--- config.mk ---
export PLATFORM = sky130hd
export DESIGN_NAME = alu_control_seq
export DESIGN_NICKNAME = d
export VERILOG_FILES = /design/src/rtl/alu_control_seq.sv
export SDC_FILE = /design/constraint.sdc
export NUM_CORES = 1
export LEC_CHECK = 0
export ABC_AREA = 1
export CORE_MARGIN = 2
export CORE_UTILIZATION = 46
export DETAILED_ROUTE_END_ITERATION = 8
export GPL_TIMING_DRIVEN = 1
export PLACE_DENSITY = 0.83
export SLEW_MARGIN = 20
export SYNTH_ARGS = -nofsm -noshare
export SYNTH_HDL_FRONTEND = slang
export SYNTH_SLANG_ARGS = --single-unit
--- constraint.sdc ---
create_clock -name clk -period 1.3 [get_ports clk]
set_input_delay 0.26 -clock clk [delete_from_list [all_inputs] [get_ports clk]]
set_output_delay 0.26 -clock clk [all_outputs]
set_load 0.1 [all_outputs]
--- src/rtl/alu_control_seq.sv ---
// Registered ALU control decoder with valid/ready handshake.
// MUL and DIV are held in EXEC for a programmable latency before the code is presented.
module alu_control_seq #(
    parameter int unsigned FUNC_W     = 3,
    parameter int unsigned MUL_CYCLES = 4,
    parameter int unsigned DIV_CYCLES = 8,
    parameter int unsigned CNT_W      = 4
) (
    input  logic              clk,
    input  logic              reset,
    input  logic              in_valid,
    output logic              in_ready,
    input  logic [FUNC_W-1:0] function_input,
    input  logic [1:0]        alu_op,
    output logic [2:0]        alu_control,
    output logic              out_valid,
    input  logic              out_ready,
    output logic              multi_cycle,
    output logic              illegal,
    output logic [CNT_W-1:0]  busy_count
);

    typedef enum logic [0:0] {StIdle, StExec} state_e;

    localparam logic [CNT_W-1:0] MulLatM1 = CNT_W'(MUL_CYCLES - 1);
    localparam logic [CNT_W-1:0] DivLatM1 = CNT_W'(DIV_CYCLES - 1);

    state_e           state;
    logic [CNT_W-1:0] count;
    logic [2:0]       dec_code;
    logic             dec_illegal;
    logic [CNT_W-1:0] dec_lat_m1;
    logic             upper_nz;
    logic             accept;
    logic             transfer;

    // Bits above [2:0] must be zero; shifting avoids an empty slice when FUNC_W == 3.
    assign upper_nz = |(function_input >> 3);

    always_comb begin
        dec_code    = 3'b001;
        dec_illegal = 1'b0;
        dec_lat_m1  = '0;
        case (alu_op)
            2'b01: dec_code = 3'b010;
            2'b10: begin
                if (upper_nz) begin
                    dec_code    = 3'b000;
                    dec_illegal = 1'b1;
                end else begin
                    case (function_input[2:0])
                        3'b000: dec_code = 3'b001;
                        3'b010: dec_code = 3'b010;
                        3'b100: dec_code = 3'b011;
                        3'b101: dec_code = 3'b100;
                        3'b110: begin
                            dec_code   = 3'b101;
                            dec_lat_m1 = MulLatM1;
                        end
                        3'b111: begin
                            dec_code   = 3'b110;
                            dec_lat_m1 = DivLatM1;
                        end
                        default: begin
                            dec_code    = 3'b000;
                            dec_illegal = 1'b1;
                        end
                    endcase
                end
            end
            default: dec_code = 3'b001;
        endcase
    end

    assign in_ready   = (state == StIdle) && (!out_valid || out_ready);
    assign accept     = in_valid && in_ready;
    assign transfer   = out_valid && out_ready;
    assign busy_count = count;

    always_ff @(posedge clk or posedge reset) begin
        if (reset) begin
            state       <= StIdle;
            count       <= '0;
            alu_control <= 3'b000;
            out_valid   <= 1'b0;
            illegal     <= 1'b0;
            multi_cycle <= 1'b0;
        end else begin
            case (state)
                StIdle: begin
                    if (accept) begin
                        alu_control <= dec_code;
                        illegal     <= dec_illegal;
                        if (dec_lat_m1 == '0) begin
                            out_valid <= 1'b1;
                        end else begin
                            out_valid   <= 1'b0;
                            multi_cycle <= 1'b1;
                            count       <= dec_lat_m1;
                            state       <= StExec;
                        end
                    end else if (transfer) begin
                        out_valid <= 1'b0;
                    end
                end
                StExec: begin
                    if (count == CNT_W'(1)) begin
                        out_valid   <= 1'b1;
                        multi_cycle <= 1'b0;
                        count       <= '0;
                        state       <= StIdle;
                    end else begin
                        count <= count - CNT_W'(1);
                    end
                end
                default: state <= StIdle;
            endcase
        end
    end

endmodule

==> results of run 1 <==
sequential cells by signal (all words and copies together), names as in the netlist:
register and count:
busy_count 4, state 1, alu_control 3, multi_cycle 1, out_valid 1, illegal 1
final cells by class:
type / instances / area share (%)
inverters: 17 / 5.783
multi-input cells: 65 / 35.33
flip-flops and latches: 11 / 24.29
well taps: 16 / 1.682
repair buffers: 26 / 30.70
clock buffers: 4 / 2.208
path summary, 6_finish.rpt:
path	to	start	slack (ns)
max	in_ready	out_valid	-0.16
min	alu_control[1]	reset	0.27
max reg2reg	out_valid	out_valid	-0.04
min reg2reg	alu_control[1]	alu_control[1]	0.55
max in group asynchronous	busy_count[0]	reset	0.68
min in group clk	alu_control[1]	alu_control[1]	0.55
layer usage:
layer | share of wire [%] | track usage, % | wire, um | vias to the layer above
met5 | 0 | 0 | 0 | -
met4 | 1.3 | 7.273 | 25 | 0
met3 | 6.4 | 5.417 | 122 | 5
met2 | 50 | 35.00 | 946 | 31
met1 | 43 | 27.89 | 810 | 331
li1 | - | - | - | 351
worst max-delay path, delay by kind of cell (launching register included):
kind | cells | cell delay, ns
buf+inv | 2 | 0.25
flops | 1 | 0.50
simple gates | 2 | 0.15
through the flow:
stage / area (um2) / TNS (ns) / utilization (%) / setup slack [ns]
floorplan: 757.0 / -2.205 / - / -0.4093
global placement: 1109 / -2.124 / 74.45 / -0.2369
detailed placement: 1109 / -2.531 / 74.45 / -0.2960
CTS: 1167 / -0.2265 / 78.40 / -0.1477
global route: 1190 / -0.5712 / 79.92 / -0.1942
finish: 1190 / -0.2805 / 79.92 / -0.1574
layout by cell type, fill, tap and decap left out, types with 2 or more instances in the layout:
master           count
nand2_1             29
inv_1               13
buf_12              12
clkdlybuf4s50_1      8
dfrtp_1              6
buf_4                6
nand3_1              5
nor2_1               3
o21ai_1              3
dfrtp_4              3
clkbuf_4             3
nand2_2              2
inv_2                2
nor2_2               2
inv_4                2
nor2_4               2
o21ai_2              2
o211ai_1             2
ha_2                 2
dfrtp_2              2
logic make-up (layout without fill, tap and decap cells):
logic type	after synthesis	after routing	synth area share [%]
fa+ha+maj	4	4	6.897
compound gates	13	13	12.24
flops	11	11	37.93
buf+inv	18	47	10.34
xor+xnor	1	1	1.207
simple gates	47	47	31.38
timing repair:
item                       in CTS  in global routing
resized for setup               1                  7
buffers inserted                4                  0
setup endpoints to repair       2                 13
pin swaps                       3                  1
==> metrics, run 1 <==
status=complete, but fails checks; failing checks=negative setup slack; number of global-route vias before repair=667; Multi-input gate area=420.4 um2; Post-synth ARST share=100.0%; post-synth top area cell=dfrtp_1; number of inserted diodes=0; Max Root-Sink Buffers=2; antenna violations before repair=0; top cells by count, synth=30 x nand2_1, 16 x inv_1, 11 x dfrtp_1, 5 x nand3_1, 4 x ha_1; Detail Placement HPWL=1337 um; largest net degree at the start of global routing=12; startpoint types=flop; core area=0.001489 mm2; ratio of cells with drive above 1 in the final layout=39.02%; CTS buffer count=3; gr ovfl total=0; Starting Density=48.74%; Max Cap Violations=0; CP max FO=2; YS warnings=0; Reg2Reg Depth=7; slowest stage delay, CP=0.50 ns; # rows=14; fillers=87; distinct cell type count after synthesis=23; Max Clock Skew=0.002996 ns; Slew HR=69.52%; post-synth net total=107; Synth top area share=37.93%; Tot GR Track Use=21.55%; most frequent cell after synthesis=nand2_1; NumNets Final=137; synth top area cells=dfrtp_1 38%, nand2_1 16%, inv_1 8.3%, ha_1 6.9%, nand3_1 3.4%; CP most frequent cell=nor2_4; Initial DRC Count=34; CP required=1.04 ns; Clock Latency Late Sink=0.29 ns; final wirelength=1904 um; WS Path Type=flop to output pin; Post-synth EDFFs=0; vias per inst=5.165; mean post-synth cell area=7.720 um2; IO Pins=20; number of port buffers=19; Worst Hold Class=primary input to asynchronous set/reset pin; DRT Pass-1 Iters=5; cell count after synthesis=94; Top FF cell, synth=dfrtp_1; CP endpoint kind=output pin; first-pass GRT wire length=2980 um; clock sink count=11; Die Ht=43.72 um; post-layout min period=1.457 ns; Post-DRT Antenna Nets=0; # placed instances=132; clock slew at reported path FFs=0.08 ns; Hold Worst Slack=0.2715 ns; fmax=686.2 MHz; DR vias=718; hold_buf cts=0; Hold Violations, Final=0; sequential element share of the synthesized area=37.93%; Worst path slowest cell=dfrtp_4; die area=0.001911 mm2; Root Buffer=clkbuf_4; DRC=0; register area=289.0 um2; H-Tree Depth=1; synthesis-stage register bit count=11; TritonCTS clock tree=done; wire per inst=13.70 um; fin. max-slew vios=0; Die Span X=43.72 um; setup violators final=5; RSZ-0062 raised after global routing=true; Finished Layout Cells=139; GPL Wtd Cong=0.8664; Worst Tran Pin Value=0.4566 ns; Critical Path, Cell by Cell=inv_4 -> nor2_4 -> nor2_4 -> buf_12; CP Data Arrival Time=1.20 ns; area of the mapped netlist=725.7 um2; area grow syn2layout=63.97%; fin crit share=112.1%; final setup margin=-0.1574 ns
Power of run 1 is left out: the tool's default activity adds up to more than one toggle a clock period on the data nets, which glitch-free logic cannot reach.
==> run 2, diff against run 1 <==
--- a/config.mk
+++ b/config.mk
@@ -6,11 +6,12 @@
 export NUM_CORES = 1
 export LEC_CHECK = 0
 export ABC_AREA = 1
-export CORE_MARGIN = 2
-export CORE_UTILIZATION = 46
+export CORE_AREA = 2 2 39 41
 export DETAILED_ROUTE_END_ITERATION = 8
+export DIE_AREA = 0 0 41 43
+export DONT_BUFFER_PORTS = 1
 export GPL_TIMING_DRIVEN = 1
-export PLACE_DENSITY = 0.83
+export PLACE_DENSITY = 0.76
 export SLEW_MARGIN = 20
 export SYNTH_ARGS = -nofsm -noshare
 export SYNTH_HDL_FRONTEND = slang
==> run 2 against run 1 <==
Against the previous run:
- the flow still finishes with violations (negative setup slack)
- routed wire length decreased by 14%
- final cell count decreased by 6.5%
- via count shrank 6.8%
- non-clock buffer count fell by 9
- first-iteration DRC count shrank 56%
- design area shrank 16%
- register-to-register slack gained 0.08 ns
- fmax up 0.66%
- worst hold slack lost 0.13 ns
==> metrics, run 2 (synthesis results as in run 1) <==
fin. max-slew vios=0; CP required=1.04 ns; CP endpoint kind=output pin; DR vias=669; Hold Worst Slack=0.1391 ns; CTS buffer count=3; area grow syn2layout=37.24%; post-layout min period=1.448 ns; fin crit share=111.4%; number of global-route vias before repair=644; DRC=0; Hold Violations, Final=0; Root Buffer=clkbuf_4; status=complete, but fails checks; number of port buffers=0; die area=0.001763 mm2; commonest non-fill, non-tap cells in the layout=30 x nand2_1, 13 x inv_1, 9 x buf_4, 6 x dfrtp_1, 5 x nand3_1; DRT Pass-1 Iters=4; number of inserted diodes=0; fmax=690.7 MHz; startpoint types=flop; antenna violations before repair=0; Max Root-Sink Buffers=2; fillers=108; GPL Wtd Cong=0.7542; Starting Density=52.44%; NumNets Final=128; clock sink count=11; IO Pins=20; Die Span X=41 um; # rows=14; Max Clock Skew=0.002445 ns; failing checks=negative setup slack; vias per inst=5.146; Die Ht=43 um; FF-to-FF setup slack=0.04 ns; ratio of cells with drive above 1 in the final layout=37.72%; commonest non-fill, non-tap cell in the layout=nand2_1; gr ovfl total=0; Tot GR Track Use=21.61%; pre-CTS WS=0.08490 ns; CP max FO=2; Initial DRC Count=15; Clock Latency Late Sink=0.28 ns; final setup margin=-0.1479 ns; first-pass GRT wire length=2622 um; TritonCTS clock tree=done; Max Cap Violations=0; CP Data Arrival Time=1.19 ns; WS Path Type=flop to output pin; Worst Tran Pin Value=0.4401 ns; largest net degree at the start of global routing=12; clock slew at reported path FFs=0.08 ns; RSZ-0062 raised after global routing=true; H-Tree Depth=1; Slew HR=70.63%; wire per inst=12.53 um; Detail Placement HPWL=1260 um; Largest register FFs=4; Post-DRT Antenna Nets=0; Worst Hold Class=primary input to flop; setup violators final=2; core area=0.001384 mm2; final wirelength=1629 um
==> run 2: cell types whose count changed in the layout (fill, tap and decap cells not counted), sizes merged <==
cell	delta
clkbuf	-1
dlygate4sd3	+1
clkdlybuf4s50	-8
clkinv	+1
buf	-2
==> run 2: worst paths after layout <==
kind	start	end	cells after the start
min reg2reg	busy_count[2]	busy_count[2]	2
min	in_valid	illegal	2
max	out_valid	in_ready	4
max in group asynchronous	reset	out_valid	2
max reg2reg	out_valid	alu_control[1]	9
min in group asynchronous	reset	multi_cycle	2
==> run 2: stage by stage <==
stage / setup TNS [ns] / util, % / std cells / area [um2]
2_1_floorplan: -2.205 / - / 94 / 757.0
3_3_place_gp: 0 / 64.01 / 120 / 885.9
3_5_place_dp: 0 / 64.01 / 120 / 885.9
4_1_cts: -0.1612 / 69.26 / 128 / 958.4
5_1_grt: -0.2476 / 71.97 / 130 / 996.0
6_report: -0.1843 / 71.97 / 130 / 996.0
==> run 2: final cells by class <==
| type | instances | area [um2] | area share [%] |
|---|---|---|---|
| multi-input combinational | 65 | 396.6 | 39.82 |
| timing repair buffer | 17 | 191.4 | 19.22 |
| tap | 16 | 20.02 | 2.010 |
| clock buffer | 3 | 22.52 | 2.261 |
| sequential | 11 | 289.0 | 29.02 |
| inverter | 17 | 71.32 | 7.161 |
| clock inverter | 1 | 5.005 | 0.5025 |
==> run 2: worst max-delay path, cell delays in order (launching register included) <==
cell     delay, ns
dfrtp_4       0.49
inv_4         0.07
nor2_4        0.04
nor2_4        0.13
buf_12        0.18
==> run 2: timing repair <==
item / 4_1_cts / 5_1_grt
hold buffers: 1 / 0
endpoints found under the setup margin: 1 / 4
pin swaps: 2 / 6
hold endpoints to repair: 11 / 0
setup buffers: 3 / 3
gates resized for setup: 3 / 5
==> run 2: per-layer routing <==
layer / GRT usage, % / up-vias / routed length (um)
met1: 28.38 / 313 / 683
met4: 4.000 / 0 / 8
met5: 0 / - / 0
li1: - / 332 / -
met3: 4.712 / 2 / 97
met2: 35.31 / 22 / 839
Power of run 2 is left out for the same reason.
